`config.mk`:
```
export PLATFORM = sky130hd
export DESIGN_NAME = regfile_write_arbiter
export DESIGN_NICKNAME = d
export VERILOG_FILES = /design/src/rtl/regfile_write_arbiter.sv
export SDC_FILE = /design/constraint.sdc
export NUM_CORES = 1
export LEC_CHECK = 0
export CELL_PAD_IN_SITES_DETAIL_PLACEMENT = 1
export CELL_PAD_IN_SITES_GLOBAL_PLACEMENT = 1
export CORE_MARGIN = 3
export CORE_UTILIZATION = 43
export DETAILED_ROUTE_END_ITERATION = 10
export PLACE_DENSITY = 0.88
export SLEW_MARGIN = 20
export SYNTH_ARGS = -nofsm -noshare
export SYNTH_HDL_FRONTEND = slang
export SYNTH_SLANG_ARGS = --single-unit
```
`constraint.sdc`:
```
create_clock -name clock -period 6.5 [get_ports clock]
set_input_delay 1.3 -clock clock [delete_from_list [all_inputs] [get_ports clock]]
set_output_delay 1.3 -clock clock [all_outputs]
set_load 0.03 [all_outputs]
```
`src/rtl/regfile_write_arbiter.sv`:
```
// Shares the register-file write port between pipeline writeback (A) and queued multdiv results (B).
// Define REGFILE_WRITE_FWD_EN to add the fwd_addr/fwd_hit/fwd_data lookup ports.
module regfile_write_arbiter #(
    parameter int unsigned DEPTH    = 4,
    parameter int unsigned MAX_WAIT = 3,
    localparam int unsigned CNT_W   = $clog2(DEPTH) + 1,
    localparam int unsigned ADDR_W  = 5,
    localparam int unsigned DATA_W  = 32
) (
    input  logic              clock,
    input  logic              reset,
    input  logic              a_valid,
    input  logic [ADDR_W-1:0] a_addr,
    input  logic [DATA_W-1:0] a_data,
    output logic              a_stall,
    input  logic              b_valid,
    input  logic [ADDR_W-1:0] b_addr,
    input  logic [DATA_W-1:0] b_data,
    output logic              b_ready,
    output logic              ctrl_writeEnable,
    output logic [ADDR_W-1:0] ctrl_writeReg,
    output logic [DATA_W-1:0] data_writeReg,
`ifdef REGFILE_WRITE_FWD_EN
    input  logic [ADDR_W-1:0] fwd_addr,
    output logic              fwd_hit,
    output logic [DATA_W-1:0] fwd_data,
`endif
    output logic [CNT_W-1:0]  fifo_count
);

    localparam int unsigned IDX_W = $clog2(DEPTH);
    localparam int unsigned STV_W = (MAX_WAIT > 0) ? $clog2(MAX_WAIT + 1) : 1;

    // FIFO is kept compacted: slot 0 is always the oldest live entry, so killed
    // entries vanish immediately and the head never points at a dead slot.
    logic [ADDR_W-1:0] fifo_addr_q [DEPTH];
    logic [ADDR_W-1:0] fifo_addr_d [DEPTH];
    logic [DATA_W-1:0] fifo_data_q [DEPTH];
    logic [DATA_W-1:0] fifo_data_d [DEPTH];
    logic [CNT_W-1:0]  count_q, count_d;
    logic [STV_W-1:0]  starve_q, starve_d;
    logic              we_q, we_d;
    logic [ADDR_W-1:0] waddr_q, waddr_d;
    logic [DATA_W-1:0] wdata_q, wdata_d;

    logic              head_valid, force_head;
    logic              a_live, b_accept, b_live;
    logic              grant_a, grant_head, grant_b, push;
    logic [CNT_W-1:0]  fill;

    // Grant selection
    always_comb begin
        head_valid = (count_q != '0);
        force_head = head_valid && (starve_q >= STV_W'(MAX_WAIT));
        a_live     = a_valid && (a_addr != '0);
        b_ready    = !reset && (count_q < CNT_W'(DEPTH));
        b_accept   = b_valid && b_ready;
        b_live     = b_accept && (b_addr != '0);
        grant_a    = !force_head && a_live;
        grant_head = force_head || (!a_live && head_valid);
        grant_b    = !force_head && !a_live && !head_valid && b_live;
        push       = b_live && !grant_b && !(grant_a && (b_addr == a_addr));
        a_stall    = force_head && a_live;
    end

    // Next state: FIFO compaction with kill/pop/push, starve counter, write stage
    always_comb begin
        fifo_addr_d = fifo_addr_q;
        fifo_data_d = fifo_data_q;
        fill        = '0;
        starve_d    = '0;
        we_d        = 1'b0;
        waddr_d     = waddr_q;
        wdata_d     = wdata_q;

        for (int unsigned i = 0; i < DEPTH; i++) begin
            if ((CNT_W'(i) < count_q) && !(grant_head && (i == 0)) &&
                !(grant_a && (fifo_addr_q[i] == a_addr))) begin
                fifo_addr_d[fill[IDX_W-1:0]] = fifo_addr_q[i];
                fifo_data_d[fill[IDX_W-1:0]] = fifo_data_q[i];
                fill = fill + CNT_W'(1);
            end
        end
        if (push) begin
            fifo_addr_d[fill[IDX_W-1:0]] = b_addr;
            fifo_data_d[fill[IDX_W-1:0]] = b_data;
            fill = fill + CNT_W'(1);
        end
        count_d = fill;

        if (head_valid && !grant_head) begin
            starve_d = (starve_q < STV_W'(MAX_WAIT)) ? starve_q + STV_W'(1) : starve_q;
        end

        if (grant_a) begin
            we_d    = 1'b1;
            waddr_d = a_addr;
            wdata_d = a_data;
        end else if (grant_head) begin
            we_d    = 1'b1;
            waddr_d = fifo_addr_q[0];
            wdata_d = fifo_data_q[0];
        end else if (grant_b) begin
            we_d    = 1'b1;
            waddr_d = b_addr;
            wdata_d = b_data;
        end
    end

    always_ff @(posedge clock) begin
        if (reset) begin
            count_q  <= '0;
            starve_q <= '0;
            we_q     <= 1'b0;
            waddr_q  <= '0;
            wdata_q  <= '0;
            for (int unsigned i = 0; i < DEPTH; i++) begin
                fifo_addr_q[i] <= '0;
                fifo_data_q[i] <= '0;
            end
        end else begin
            count_q     <= count_d;
            starve_q    <= starve_d;
            we_q        <= we_d;
            waddr_q     <= waddr_d;
            wdata_q     <= wdata_d;
            fifo_addr_q <= fifo_addr_d;
            fifo_data_q <= fifo_data_d;
        end
    end

    assign ctrl_writeEnable = we_q;
    assign ctrl_writeReg    = waddr_q;
    assign data_writeReg    = wdata_q;
    assign fifo_count       = count_q;

`ifdef REGFILE_WRITE_FWD_EN
    // Newest match wins: output stage over FIFO, FIFO tail over head
    always_comb begin
        fwd_hit  = 1'b0;
        fwd_data = '0;
        for (int unsigned i = 0; i < DEPTH; i++) begin
            if ((CNT_W'(i) < count_q) && (fifo_addr_q[i] == fwd_addr)) begin
                fwd_hit  = 1'b1;
                fwd_data = fifo_data_q[i];
            end
        end
        if (we_q && (waddr_q == fwd_addr)) begin
            fwd_hit  = 1'b1;
            fwd_data = wdata_q;
        end
        if (fwd_addr == '0) begin
            fwd_hit  = 1'b0;
            fwd_data = '0;
        end
    end
`endif

endmodule
```
==> results.sh <==
export IMPL_run_status="finished, final reports clean"
export IMPL_grtUsageMet1_pct=34.6
export IMPL_num_antenna_cells=0
export IMPL_drtAntennaViolNets=0
export IMPL_avgViaCountPerCell=6.36
export IMPL_setup_bufs_post_cts=0
export IMPL_syn_avg_cell_area_um2=8.80
export IMPL_crit_required_ns=6.84
export IMPL_placeable_core_region_um2=22700
export IMPL_grt_ovfl_total=0
export IMPL_clk_slew_on_worst_s_h_paths_ns=0.07
export IMPL_syn_nets=1223
export IMPL_rows=55
export IMPL_gp_congestion=0.871
export IMPL_clock_sinks=191
export IMPL_grt_first_pass_wirelength_um=54300
export IMPL_grt_use_total_pct=27.4
export IMPL_period_minus_slack_ns=5.52
export IMPL_tritoncts="yes"
export IMPL_cts_max_path_buffers=2
export IMPL_cell_area_after_placement_um2=11300
export IMPL_hold_worst_slack_ns=0.430
export IMPL_hpwlAfterDp_um=20900
export IMPL_port_buffers=120
export IMPL_ys_ff_latch=191
export IMPL_groute_layer_met2_usage_pct=47.6
export IMPL_number_of_antenna_violations_at_the_first_check_in_global_routing=0
export IMPL_htree_levels=4
export IMPL_finalSetupViolations=0
export IMPL_min_path_type="reg2reg"
export IMPL_cts_buffer_count=17
export IMPL_vias=9483
export IMPL_largest_net_degree_at_the_start_of_global_routing=80
export IMPL_syn_to_final_growth_pct=18.9
export IMPL_synth_cell_type_count=47
export IMPL_drt_first_pass_iters=5
export IMPL_setup_worst_path_start_class="primary input"
export IMPL_cap_viol_max_count=0
export IMPL_mostFrequentLayoutCell="dfxtp_1"
export IMPL_clock_skew_final_ns=0.0118
export IMPL_design_final_nets=1284
export IMPL_ios=121
export IMPL_syn_inst=1133
export IMPL_yosysSeqAreaShare_pct=38.3
export IMPL_final_cell_mix="dfxtp_1 (191), mux2i_1 (171), nand2_1 (134), clkdlybuf4s50_1 (119), a211oi_1 (96)"
export IMPL_postSynth_asyncResetShare_pct=0
export IMPL_total_power_w=0.00278
export IMPL_cts_root_buffer="clkbuf_16"
export IMPL_cp_arrival_ns=5.85
export IMPL_detail_route_wl_per_cell_um=23.0
export IMPL_drive_above_1_share_pct=6.30
export IMPL_power_density_nw_per_um2=234
export IMPL_synth_edff_count=0
export IMPL_routed_wirelength_um=34300
export IMPL_start_util_pct=43.9
export IMPL_tns_ns=0
export IMPL_maxSlewHeadroom_pct=31.0
export IMPL_dieWidth_um=158
export IMPL_final_max_slew_viol_count=0
export IMPL_yosysWarningCount=0
export IMPL_global_route_usage_met3_pct=3.72
export IMPL_drt_iter0_drc=685
export IMPL_grt_setup_unrepaired="false"
export IMPL_achievable_frequency_ghz=0.181
export IMPL_syn_cell_area_um2=9970
export IMPL_fin_area_um2=11900
export IMPL_clkLatencyLatePin_ns=0.44
export IMPL_dieArea_um2=25100
export IMPL_final_hold_violation_count=0
export IMPL_grt_pass1_vias=9909
export IMPL_static_leakage_power_nw=4.64
export IMPL_pin_slew_with_the_least_headroom_to_its_limit_ns=1.04
export IMPL_grt_most_used_layer="met2"
export IMPL_holdBufCountCts=0
export IMPL_number_of_cells_upsized_or_downsized_after_cts=0
export IMPL_cp_max_fo=19
export IMPL_path_class="in2reg"
export IMPL_die_h_um=158
export IMPL_setup_worst_path_end_class="register"
export IMPL_ir_drop_mv=0.171
export IMPL_synth_ff_type="dfxtp_1"
export IMPL_fraction_of_the_cycle_the_final_worst_path_needs_pct=84.9
export IMPL_drc_errors=0
[final timing paths]
path / to / cells past startpoint / start / slack, ns
worst min register to register: starve_q[0]$_SDFFE_PP0P_ / 1 / starve_q[0]$_SDFFE_PP0P_ / 0.43
worst max register to register: fifo_data_q[125]$_SDFF_PP0_ / 18 / fifo_count[2]$_SDFF_PP0_ / 2.25
worst min-delay path: starve_q[0]$_SDFFE_PP0P_ / 1 / starve_q[0]$_SDFFE_PP0P_ / 0.43
worst max-delay path: fifo_data_q[125]$_SDFF_PP0_ / 18 / a_addr[1] / 0.98
[where the power goes]
group          switching [W]  internal (W)  total [W]  leakage (nW)
Sequential         0.0000303       0.00122    0.00125          1.55
Clock               0.000484      0.000593    0.00108         0.279
Combinational       0.000264      0.000186   0.000450          2.81
[through the flow]
| step | instances | utilization (%) | setup slack, ns |
|---|---|---|---|
| after floorplan | 1133 | - | 1.13 |
| after global placement | 1460 | 49.6 | 0.740 |
| after detailed placement | 1460 | 49.6 | 0.577 |
| after CTS | 1492 | 52.2 | 0.992 |
| after global routing | 1492 | 52.2 | 0.596 |
| final | 1492 | 52.2 | 0.985 |
[per-layer routing]
metal / routed length, µm / vias up / part of all wire [%]
li1: - / 4290 / -
met4: 933 / 0 / 2.7
met5: 0 / - / 0
met1: 14500 / 4748 / 42
met3: 2040 / 79 / 6.0
met2: 16800 / 366 / 49
[synth_stat cells, types with 32 or more instances]
master      n  area, µm²
mux2i_1   171       1710
a211oi_1   96        721
nor3_1     40        200
a21oi_1    39        195
clkbuf_1   53        199
o21ai_0    63        315
o221ai_1   37        324
o211ai_1   39        293
dfxtp_1   191       3820
nand2_1   134        503
nor2_1     84        315
buf_2      32        160
[logic make-up after synthesis]
family,after synthesis,share of synthesized area (%)
XOR/XNOR,28,2.53
AND/OR/NAND/NOR,297,12.5
multiplexers,172,17.3
buffers and inverters,119,5.67
flip-flops,191,38.3
AO/OA/AOI/OAI,314,22.2
adder cells (fa/ha/maj),12,1.51
[area by class of cell]
type	count	area, µm²
Timing Repair Buffer	151	1440
Fill cell	2586	10800
Clock buffer	22	464
Sequential cell	191	3820
Multi-Input combinational cell	823	5610
Clock inverter	10	125
Tap cell	285	357
Inverter	10	37.5
[critical path: stages]
cell	delay [ns]
clkdlybuf4s50_1	0.59
or4_4	0.65
o21a_1	0.28
o311ai_1	0.18
ha_1	0.35
xnor2_1	0.18
buf_4	0.17
inv_1	0.06
ha_1	0.29
nor2b_1	0.20
or2_2	0.16
ha_1	0.25
inv_1	0.06
a211o_1	0.23
o211ai_2	0.17
buf_4	0.35
nor3_1	0.10
a211oi_1	0.27
[state kept, by name, summed over array words and instances (netlist names)]
register          flops
fifo_data_q         128
data_writeReg        32
starve_q              2
ctrl_writeReg         5
fifo_count            3
ctrl_writeEnable      1
fifo_addr_q          20
(Power assumes the default switching activity.)
